===== config.mk =====
export PLATFORM = sky130hd
export DESIGN_NAME = sh_mem_arbiter
export DESIGN_NICKNAME = d
export VERILOG_FILES = /design/src/rtl/sh_mem_arbiter.sv
export SDC_FILE = /design/constraint.sdc
export NUM_CORES = 1
export LEC_CHECK = 0
export ABC_AREA = 1
export BUFFER_PORTS_ARGS = -buffer_cell sky130_fd_sc_hd__buf_2
export CAP_MARGIN = 0
export CORE_ASPECT_RATIO = 1.75
export CORE_MARGIN = 5
export CORE_UTILIZATION = 28
export CTS_BUF_LIST = sky130_fd_sc_hd__clkbuf_8
export CTS_CLUSTER_DIAMETER = 100
export DETAILED_ROUTE_END_ITERATION = 12
export GPL_ROUTABILITY_DRIVEN = 0
export SLEW_MARGIN = 20
export SYNTH_ARGS = -nofsm -noshare
export SYNTH_HDL_FRONTEND = slang
export SYNTH_SLANG_ARGS = --single-unit

===== constraint.sdc =====
create_clock -name clk -period 2.88 [get_ports clk]
set_clock_uncertainty 0.05 [all_clocks]
set_input_delay 0.576 -clock clk [delete_from_list [all_inputs] [get_ports clk]]
set_output_delay 0.576 -clock clk [all_outputs]
set_load 0.03 [all_outputs]

===== src/rtl/sh_mem_arbiter.sv =====
// sh_mem_arbiter: shares one single-ported, variable-latency memory between
// the CPU fetch path and the CPU data path. Data has fixed priority; a
// saturating starvation counter forces a fetch grant after STARVE_LIMIT
// consecutive data grants won against a waiting fetch.
module sh_mem_arbiter #(
    parameter int unsigned ADDR_WIDTH   = 32,
    parameter int unsigned DATA_WIDTH   = 32,
    parameter int unsigned STARVE_LIMIT = 3
) (
    input  logic                    clk,
    input  logic                    n_reset,
    input  logic                    stall,
    input  logic                    if_req,
    input  logic [ADDR_WIDTH-1:0]   if_addr,
    output logic                    if_ack,
    output logic [DATA_WIDTH-1:0]   if_rdata,
    input  logic                    dt_req,
    input  logic [ADDR_WIDTH-1:0]   dt_addr,
    input  logic                    dt_we,
    input  logic [DATA_WIDTH/8-1:0] dt_be,
    input  logic [DATA_WIDTH-1:0]   dt_wdata,
    output logic                    dt_ack,
    output logic [DATA_WIDTH-1:0]   dt_rdata,
    output logic                    mem_req,
    output logic [ADDR_WIDTH-1:0]   mem_addr,
    output logic                    mem_we,
    output logic [DATA_WIDTH/8-1:0] mem_be,
    output logic [DATA_WIDTH-1:0]   mem_wdata,
    input  logic [DATA_WIDTH-1:0]   mem_rdata,
    input  logic                    mem_ready,
    output logic                    grant,
    output logic                    busy
);

    localparam int unsigned BE_WIDTH  = DATA_WIDTH / 8;
    localparam int unsigned CNT_WIDTH = 4;
    localparam logic [CNT_WIDTH-1:0] LIMIT = CNT_WIDTH'(STARVE_LIMIT);

    typedef enum logic [1:0] {
        IDLE = 2'd0,
        BUSY = 2'd1,
        DONE = 2'd2
    } state_t;

    state_t               state;
    logic [CNT_WIDTH-1:0] starve_cnt;
    logic                 pick_data;
    logic                 fetch_starved;

    // Winner selection: data first unless a waiting fetch has been starved long enough
    always_comb begin
        fetch_starved = 1'b0;
        pick_data     = 1'b0;
        fetch_starved = (starve_cnt >= LIMIT);
        pick_data     = dt_req && !(if_req && fetch_starved);
    end

    // Arbitration FSM with registered memory payload, acks and read data
    always_ff @(posedge clk or negedge n_reset) begin
        if (!n_reset) begin
            state      <= IDLE;
            starve_cnt <= '0;
            mem_req    <= 1'b0;
            mem_addr   <= '0;
            mem_we     <= 1'b0;
            mem_be     <= '0;
            mem_wdata  <= '0;
            if_ack     <= 1'b0;
            dt_ack     <= 1'b0;
            if_rdata   <= '0;
            dt_rdata   <= '0;
            grant      <= 1'b0;
            busy       <= 1'b0;
        end else begin
            if_ack <= 1'b0;
            dt_ack <= 1'b0;
            case (state)
                IDLE: begin
                    if (!stall && (if_req || dt_req)) begin
                        state   <= BUSY;
                        busy    <= 1'b1;
                        mem_req <= 1'b1;
                        grant   <= pick_data;
                        if (pick_data) begin
                            mem_addr  <= dt_addr;
                            mem_we    <= dt_we;
                            mem_be    <= dt_be;
                            mem_wdata <= dt_wdata;
                            // A data win implies the counter is below the limit when fetch waits
                            if (if_req && !fetch_starved) begin
                                starve_cnt <= starve_cnt + CNT_WIDTH'(1);
                            end
                        end else begin
                            mem_addr   <= if_addr;
                            mem_we     <= 1'b0;
                            mem_be     <= {BE_WIDTH{1'b1}};
                            mem_wdata  <= '0;
                            starve_cnt <= '0;
                        end
                    end
                end
                BUSY: begin
                    if (mem_ready) begin
                        state   <= DONE;
                        mem_req <= 1'b0;
                        if (grant) begin
                            dt_ack <= 1'b1;
                            if (!mem_we) begin
                                dt_rdata <= mem_rdata;
                            end
                        end else begin
                            if_ack   <= 1'b1;
                            if_rdata <= mem_rdata;
                        end
                    end
                end
                DONE: begin
                    state <= IDLE;
                    busy  <= 1'b0;
                end
                default: begin
                    state   <= IDLE;
                    busy    <= 1'b0;
                    mem_req <= 1'b0;
                end
            endcase
        end
    end

endmodule


==> flow_metrics.tcl, run 1 <==
set metrics [dict create \
    cts_max_path_buffers 2 \
    path_cells "buf_2" \
    cts_resized 0 \
    vias_per_cell 4.114 \
    cts_tree "done" \
    final_nets 1127 \
    crit_slowest_cell "dfrtp_1" \
    drv_cap 0 \
    yosysSeqAreaShare 0.5825 \
    drc 0 \
    syn_inst 720 \
    drive_gt1_frac 0.3400 \
    grt_pass1_wl_um 27860 \
    grt_overflow_total 0 \
    drt_iter0_drc 215 \
    dieArea_um2 25280 \
    num_rows 72 \
    synth_most_common_cell "nand2_1" \
    hold_viol_final 0 \
    synth.top_cell.area_share 0.5825 \
    grt_setup_unrepaired "false" \
    slowest_delay_ps 440 \
    area_delta_synth_final_pct 32.75 \
    wire_per_inst_um 13.63 \
    tightest_slew_ps 690.0 \
    die_height_um 206.6 \
    setup_tns_ps 0 \
    avgSynthCellArea_um2 8.592 \
    start_kind "flop" \
    ys_ff_latch 144 \
    period_needed_ps 1751 \
    synth_edf_count 0 \
    synth_top_cells_by_count "nand2_1 (274), dfrtp_1 (144), inv_1 (105)" \
    p_leak_nw 4.880 \
    htreeDepth 4 \
    relSlewSlack 0.5400 \
    max_freq_mhz 571.2 \
    cts_hold_buf 0 \
    yosys_most_used_dff "dfrtp_1" \
    clock-root-buffer "clkbuf_8" \
    report.final.slew_viol_count 0 \
    grt_max_degree 66 \
    drt-total-wl_um 17710 \
    status "finished, final reports clean" \
    cp.required_ps 2250 \
    dp_slack_ps 939.7 \
    path_delay_family "flip-flops" \
    clock_sinks 144 \
    period_share 0.6078 \
    coreArea_um2 21980 \
    first_pass_iters 4 \
    synthTopCellsByArea "dfrtp_1 (58%), nand2_1 (17%), inv_1 (6.4%), nand3_1 (5.2%), o21ai_0 (3.6%)" \
    setup-violations-final 0 \
    hpwlAfterDp_um 13260 \
    min_path_type "in -> async" \
    die_w_um 122.4 \
    grt_pass1_vias 5394 \
    cts_made_buffers 17 \
    groute.usage.overall 0.1413 \
    ys_types 23 \
    antenna_left 0 \
    crit_buf_inv 1 \
    pin_count 277 \
    yosys_warnings 0 \
    crit_arrival_ps 1120 \
    worstPathMaxFanout 4 \
    p_per_area_nw_per_um2 1043 \
    antenna_found_initial 3 \
    synthArstFlopShare 1.000 \
    synth_area_leader_cell "dfrtp_1" \
    start_util 0.2814 \
    netlist_area_um2 6186 \
    crit_type "reg -> out" \
    vias 5344 \
    clock_latency_ps 440 \
    post_cts_buffers 0 \
    syn_nets 860 \
    peakVddDrop_mv 0.3290 \
    place.port_buffers 276 \
    setup_slack_ps 1129 \
    cts.clk_slew.worst_paths_ps 80 \
    critPathCaptureType "output pin" \
]
worst paths after layout:
kind / from / endpoint / slack, ps / cells past startpoint
hold / removal: n_reset / dt_rdata[0] / 60 / 1
setup reg to reg: state[0] / if_rdata[5] / 1240 / 8
hold reg to reg: mem_wdata[1] / mem_wdata[1] / 430 / 2
min in group clk: dt_wdata[30] / mem_wdata[30] / 280 / 3
setup / recovery: grant / grant / 1130 / 1
max in group asynchronous: n_reset / mem_wdata[0] / 1990 / 2
placed cells by master (no fill, tap or decap), drive strengths merged, types with 3 or more instances in the layout:
| cell | instances |
|---|---|
| buf | 286 |
| nand2 | 276 |
| dfrtp | 144 |
| inv | 113 |
| o21ai | 73 |
| nand3 | 65 |
| clkbuf | 17 |
| nor2 | 10 |
| clkinv | 5 |
| diode | 3 |
| clkinvlp | 3 |
| bufinv | 3 |
flip-flops by register name (all words and copies together), names as in the netlist:
register,cells
mem_be,4
state,2
starve_cnt,4
if_rdata,32
dt_ack,1
mem_wdata,32
if_ack,1
mem_addr,32
busy,1
grant,1
dt_rdata,32
mem_we,1
mem_req,1
power by group:
group | switching [mW] | total [mW] | internal [mW]
combinational | 2.64 | 3.67 | 1.03
sequential | 0.420 | 3.22 | 2.80
clock | 0.820 | 1.67 | 0.854
total | 3.88 | 8.57 | 4.68
area by class of cell:
cell class | instances | area [um^2]
Multi-Input combinational cell | 429 | 1904
Clock inverter | 15 | 170.2
Clock buffer | 17 | 234.0
Fill cell | 2381 | 13770
Inverter | 109 | 409.1
Tap cell | 296 | 370.4
Timing Repair Buffer | 286 | 1513
Antenna cell | 3 | 7.507
Sequential cell | 144 | 3603
logic make-up (layout without fill, tap and decap cells):
| logic type | Yosys count | count (layout) | synth area share |
|---|---|---|---|
| and+or+nand+nor | 354 | 354 | 0.2395 |
| buffers and inverters | 147 | 427 | 0.1100 |
| other | 0 | 3 | 0 |
| AOI/OAI and AO/OA | 74 | 74 | 0.06594 |
| DFF | 144 | 144 | 0.5825 |
| adders and majority gates | 1 | 1 | 0.002022 |
metal layers:
layer | GRT usage | vias up | share of wire
met2 | 0.2565 | 180 | 0.52
li1 | - | 2721 | -
met5 | 0 | - | 0.0019
met3 | 0.04308 | 18 | 0.072
met1 | 0.1542 | 2421 | 0.39
met4 | 0.04926 | 4 | 0.016
per-stage QoR:
step | std cells | area (um^2) | utilization | hold slack [ps] | power (mW)
2_1_floorplan | 720 | 6186 | - | 230.4 | 5.737
3_3_place_gp | 1264 | 7800 | 0.3549 | 409.2 | 6.963
3_5_place_dp | 1264 | 7800 | 0.3549 | 411.6 | 7.006
4_1_cts | 1296 | 8204 | 0.3732 | 69.13 | 8.736
5_1_grt | 1297 | 8207 | 0.3733 | 89.04 | 9.156
6_report | 1299 | 8212 | 0.3736 | 61.91 | 8.566
Note: power is estimated with default switching activity, not from simulation.
==> run 2: changes to the inputs <==
- clock period: 2.88 -> 1.8 ns (I/O delays scaled with it)
==> run 2 against run 1 <==
Against the previous run:
- register-to-register slack worse by 950 ps
- wire length rose by 1.2%
- first-iteration DRC count shrank 1.4%
- worst setup slack lost 860 ps
- via count increased by 1.7%
- critical path depth unchanged
- power is 61% higher
- sequential power is 60% higher
- sequential cell count stayed put
- critical path type unchanged
- critical endpoint unchanged
- largest power group unchanged
==> flow_metrics.tcl, run 2 (synthesized netlist as in run 1, its figures left out) <==
set metrics [dict create \
    fill_cells 2399 \
    slowest_delay_ps 420 \
    path_cells "buf_2" \
    hpwlAfterDp_um 13450 \
    place_area_um2 7895 \
    antenna_left 0 \
    critPathCaptureType "output pin" \
    grt_max_degree 65 \
    clock-root-buffer "clkbuf_8" \
    crit_arrival_ps 1120 \
    relSlewSlack 0.7137 \
    worstHoldStart "dt_we" \
    hold_viol_final 0 \
    status "finished, final reports clean" \
    cts_max_path_buffers 2 \
    cts_resized 0 \
    layout_commonest_cell "buf_2" \
    setup-violations-final 0 \
    pin_count 277 \
    grt_setup_unrepaired "false" \
    coreArea_um2 21980 \
    crit_type "reg -> out" \
    drt-total-wl_um 17910 \
    start_util 0.2814 \
    post-route-cell-area_um2 8323 \
    clock_sinks 144 \
    clock_latency_ps 450 \
    min_delay_path_depth 3 \
    num_rows 72 \
    timing.rr.end "mem_be[1]" \
    final_nets 1134 \
    path_delay_family "flip-flops" \
    vias 5436 \
    wire_per_inst_um 13.75 \
    max_freq_mhz 654.5 \
    drive_gt1_frac 0.3419 \
    min_path_type "in -> reg" \
    report.final.slew_viol_count 0 \
    die_height_um 206.6 \
    grt_pass1_wl_um 28060 \
    grt_overflow_total 0 \
    first_pass_iters 4 \
    period_needed_ps 1528 \
    place.port_buffers 276 \
    cts_made_buffers 17 \
    drt_iter0_drc 212 \
    start_kind "flop" \
    period_share 0.8488 \
    rrSetupSlack_ps 290 \
    htreeDepth 4 \
    cts.clk_slew.worst_paths_ps 80 \
    groute.usage.overall 0.1436 \
    hold_path_end "mem_we" \
    crit_slowest_cell "dfrtp_1" \
    final_core_util 0.3786 \
    final_cell_mix "buf_2 (275), nand2_1 (273), dfrtp_1 (144)" \
    die_w_um 122.4 \
    dieArea_um2 25280 \
    drc 0 \
    peakVddDrop_mv 0.5041 \
    cts_tree "done" \
    antenna_found_initial 4 \
    p_leak_nw 4.945 \
    crit_buf_inv 1 \
    drv_cap 0 \
    cp.required_ps 1390 \
    area_delta_synth_final_pct 34.55 \
    grt_pass1_vias 5461 \
    worstPathMaxFanout 4 \
    r2r-start "starve_cnt[0]" \
    reg2regPathDepth 8 \
    tightest_slew_ps 429.5 \
    vias_per_cell 4.172 \
    setup_tns_ps 0 \
    p_per_area_nw_per_um2 1655 \
]
-- run 2: cell types whose count changed in the layout (fill, tap and decap cells not counted), sizes merged --
cell / previous run / this run
clkinvlp: 3 / 1
diode: 3 / 1
clkbuf: 17 / 20
clkinv: 5 / 3
dlygate4sd3: 0 / 1
buf: 286 / 292
-- run 2: how the worst max path moves through the flow --
stage	start	endpoint	slack [ps]	cells after the start
global placement	starve_cnt[0]	mem_addr[12]	310	8
CTS	grant	grant	200	1
finish	grant	grant	270	1
detailed placement	starve_cnt[0]	mem_be[1]	290	8
global route	grant	grant	160	1
floorplan	starve_cnt[0]	mem_be[0]	300	9
-- run 2: metrics by stage --
| stage | setup slack (ps) | hold WS (ps) | cells | power, mW |
|---|---|---|---|---|
| final | 272.1 | 57.46 | 1303 | 13.77 |
| after global routing | 157.2 | 14.79 | 1302 | 14.73 |
| after global placement | 310.9 | 253.1 | 1270 | 11.19 |
| after detailed placement | 291.4 | 257.1 | 1270 | 11.25 |
| after floorplan | 301.2 | 14.41 | 720 | 9.179 |
| after CTS | 200.1 | 2.944 | 1302 | 14.05 |
-- run 2: per-layer routing --
layer / part of all wire / track usage / vias up
li1: - / - / 2735
met1: 0.37 / 0.1496 / 2465
met2: 0.53 / 0.2609 / 197
met3: 0.078 / 0.05098 / 33
met4: 0.021 / 0.05567 / 6
met5: 0.0028 / 0 / -
-- run 2: final cells by class --
| cell class | instances | area (um^2) | share of cell area |
|---|---|---|---|
| antenna | 1 | 2.502 | 0.0003007 |
| clock buffer | 20 | 275.3 | 0.03307 |
| clock inverter | 11 | 140.1 | 0.01684 |
| inverter | 109 | 409.1 | 0.04916 |
| multi-input combinational | 429 | 1904 | 0.2288 |
| sequential | 144 | 3603 | 0.4330 |
| tap | 296 | 370.4 | 0.04450 |
| timing repair buffer | 293 | 1618 | 0.1944 |
-- run 2: power breakdown --
| group | total, mW | internal (mW) | switching [mW] | leakage, nW |
|---|---|---|---|---|
| Combinational | 5.94 | 1.69 | 4.25 | 2.92 |
| Clock | 2.70 | 1.47 | 1.23 | 0.219 |
| Sequential | 5.14 | 4.48 | 0.652 | 1.81 |
-- run 2: timing repair --
item | 4_1_cts | 5_1_grt
setup buffers | 0 | 0
hold endpoints to repair | 33 | 0
hold buffers | 1 | 0
==> run 3: changes to the inputs <==
- clock period: 1.8 -> 1.2 ns (I/O delays scaled with it)
==> run 3 against run 2 <==
Against the previous run:
- the run now ends with setup timing left
- via count increased by 20%
- first-iteration DRC count increased by 47%
- wire length increased by 33%
- largest power group unchanged
==> flow_metrics.tcl, run 3 (synthesized netlist as in run 1, its figures left out) <==
set metrics [dict create \
    cts_tree "done" \
    tightest_slew_ps 316.7 \
    drt-total-wl_um 23850 \
    vias 6506 \
    setup-violations-final 280 \
    min_delay_path_depth 3 \
    wire_per_inst_um 16.15 \
    die_w_um 122.4 \
    hpwlAfterDp_um 14040 \
    drive_gt1_frac 0.4695 \
    report.final.slew_viol_count 0 \
    post-route-cell-area_um2 11580 \
    antenna_found_initial 2 \
    route.met2.wl_um 13020 \
    final_nets 1309 \
    violations "setup timing" \
    cts_made_buffers 17 \
    worstPathMaxFanout 6 \
    peakVddDrop_mv 0.7102 \
    r2r-start "state[0]" \
    p_per_area_nw_per_um2 2375 \
    dieArea_um2 25280 \
    clock_latency_ps 440 \
    critPathCaptureType "flop" \
    drv_cap 0 \
    max_freq_mhz 657.3 \
    pin_count 277 \
    grt_setup_unrepaired "true" \
    crit_arrival_ps 1800 \
    place.port_buffers 276 \
    relSlewSlack 0.7889 \
    hold_path_end "if_rdata[5]" \
    hold_viol_final 0 \
    vias_per_cell 4.405 \
    wl_met1_um 8454 \
    place_area_um2 8220 \
    clock_sinks 144 \
    area_delta_synth_final_pct 87.22 \
    cp.required_ps 1480 \
    drc 0 \
    topRoutingLayerUsed "met5" \
    reg2regPathDepth 9 \
    drt_iter0_drc 311 \
    p_leak_nw 6.244 \
    grt_max_degree 37 \
    grt_pass1_wl_um 30040 \
    timing.rr.end "if_rdata[0]" \
    cts.clk_slew.worst_paths_ps 80 \
    htreeDepth 4 \
    period_share 1.268 \
    status "complete, but fails checks" \
    setup_slack_ps -321.4 \
    final_cell_mix "nand2_1 (214), buf_6 (147), dfrtp_1 (142)" \
    crit_type "reg -> reg" \
    worstHoldStart "mem_rdata[5]" \
    period_needed_ps 1521 \
    setup_tns_ps -43660 \
    rrSetupSlack_ps -320 \
    dp_slack_ps -254.2 \
    min_path_type "in -> reg" \
    layout_commonest_cell "nand2_1" \
    groute.usage.overall 0.1522 \
    start_util 0.2814 \
    cts_max_path_buffers 2 \
    coreArea_um2 21980 \
    finalPower_mw 27.51 \
    grt_overflow_total 0 \
    die_height_um 206.6 \
    grt_pass1_vias 5972 \
    route.met3.wl_um 1614 \
    antenna_left 0 \
    clock-root-buffer "clkbuf_8" \
    start_kind "flop" \
    first_pass_iters 4 \
    num_rows 72 \
]
==> run 3: cell count changes in the layout (fill, tap and decap cells not counted), moves of 35 or more <==
cell,previous run,this run
buf_6,1,147
buf_2,275,137
buf_4,8,82
dlygate4sd3_1,1,69
nand2_1,273,214
o21ai_0,44,0
o21ai_2,10,45
==> run 3: report_power, final <==
group | internal, mW | leakage, nW | switching, mW
combinational | 7.01 | 4.21 | 7.73
sequential | 6.75 | 1.81 | 1.70
clock | 2.41 | 0.223 | 1.91
==> run 3: worst max path at each step <==
stage	slack, ps	from	cells after the start	end
finish	-320	state[0]	9	if_rdata[0]
global route	-410	state[0]	9	if_rdata[0]
CTS	-290	starve_cnt[0]	9	mem_wdata[26]
detailed placement	-250	starve_cnt[0]	8	mem_addr[12]
global placement	-240	starve_cnt[0]	8	mem_addr[10]
floorplan	-250	starve_cnt[0]	9	mem_be[1]
==> run 3: layout make-up <==
| cell class | instances | area (um^2) |
|---|---|---|
| diodes | 1 | 2.502 |
| clock buffers | 20 | 275.3 |
| clock inverters | 10 | 158.9 |
| fillers | 1972 | 10400 |
| inverters | 109 | 419.2 |
| multi-input cells | 431 | 2431 |
| flip-flops and latches | 144 | 3606 |
| well taps | 296 | 370.4 |
| repair buffers | 466 | 4318 |
==> run 3: worst max-delay path: stages, from the launching register on <==
cell and delay [ps]:
dfrtp_1 340, inv_2 50, buf_12 120, nor2_4 100
inv_2 60, nor2_4 200, nand2_8 160, clkbuf_16 210
nand2_2 70, o21ai_2 50
==> run 3: per-layer routing <==
metal,GRT usage,vias to the layer above
li1,-,3095
met1,0.1614,3081
met2,0.2829,268
met3,0.04144,60
met4,0.05767,2
met5,0,-
==> run 3: what timing repair did <==
| item | 4_1_cts | 5_1_grt |
|---|---|---|
| hold buffers | 69 | 0 |
| hold endpoints to repair | 222 | 0 |
| resized for setup | 82 | 493 |
| endpoints found under the setup margin | 280 | 280 |
| gates cloned | 3 | 12 |
| buffers inserted | 4 | 69 |
| pin swaps | 4 | 5 |
==> run 3: stage by stage <==
stage / utilization / hold slack, ps / cells
CTS: 0.4408 / 0.2248 / 1396
finish: 0.5269 / 39.27 / 1477
global route: 0.5269 / 23.92 / 1477
detailed placement: 0.3740 / 89.45 / 1290
global placement: 0.3740 / 89.76 / 1290
floorplan: - / -105.6 / 720
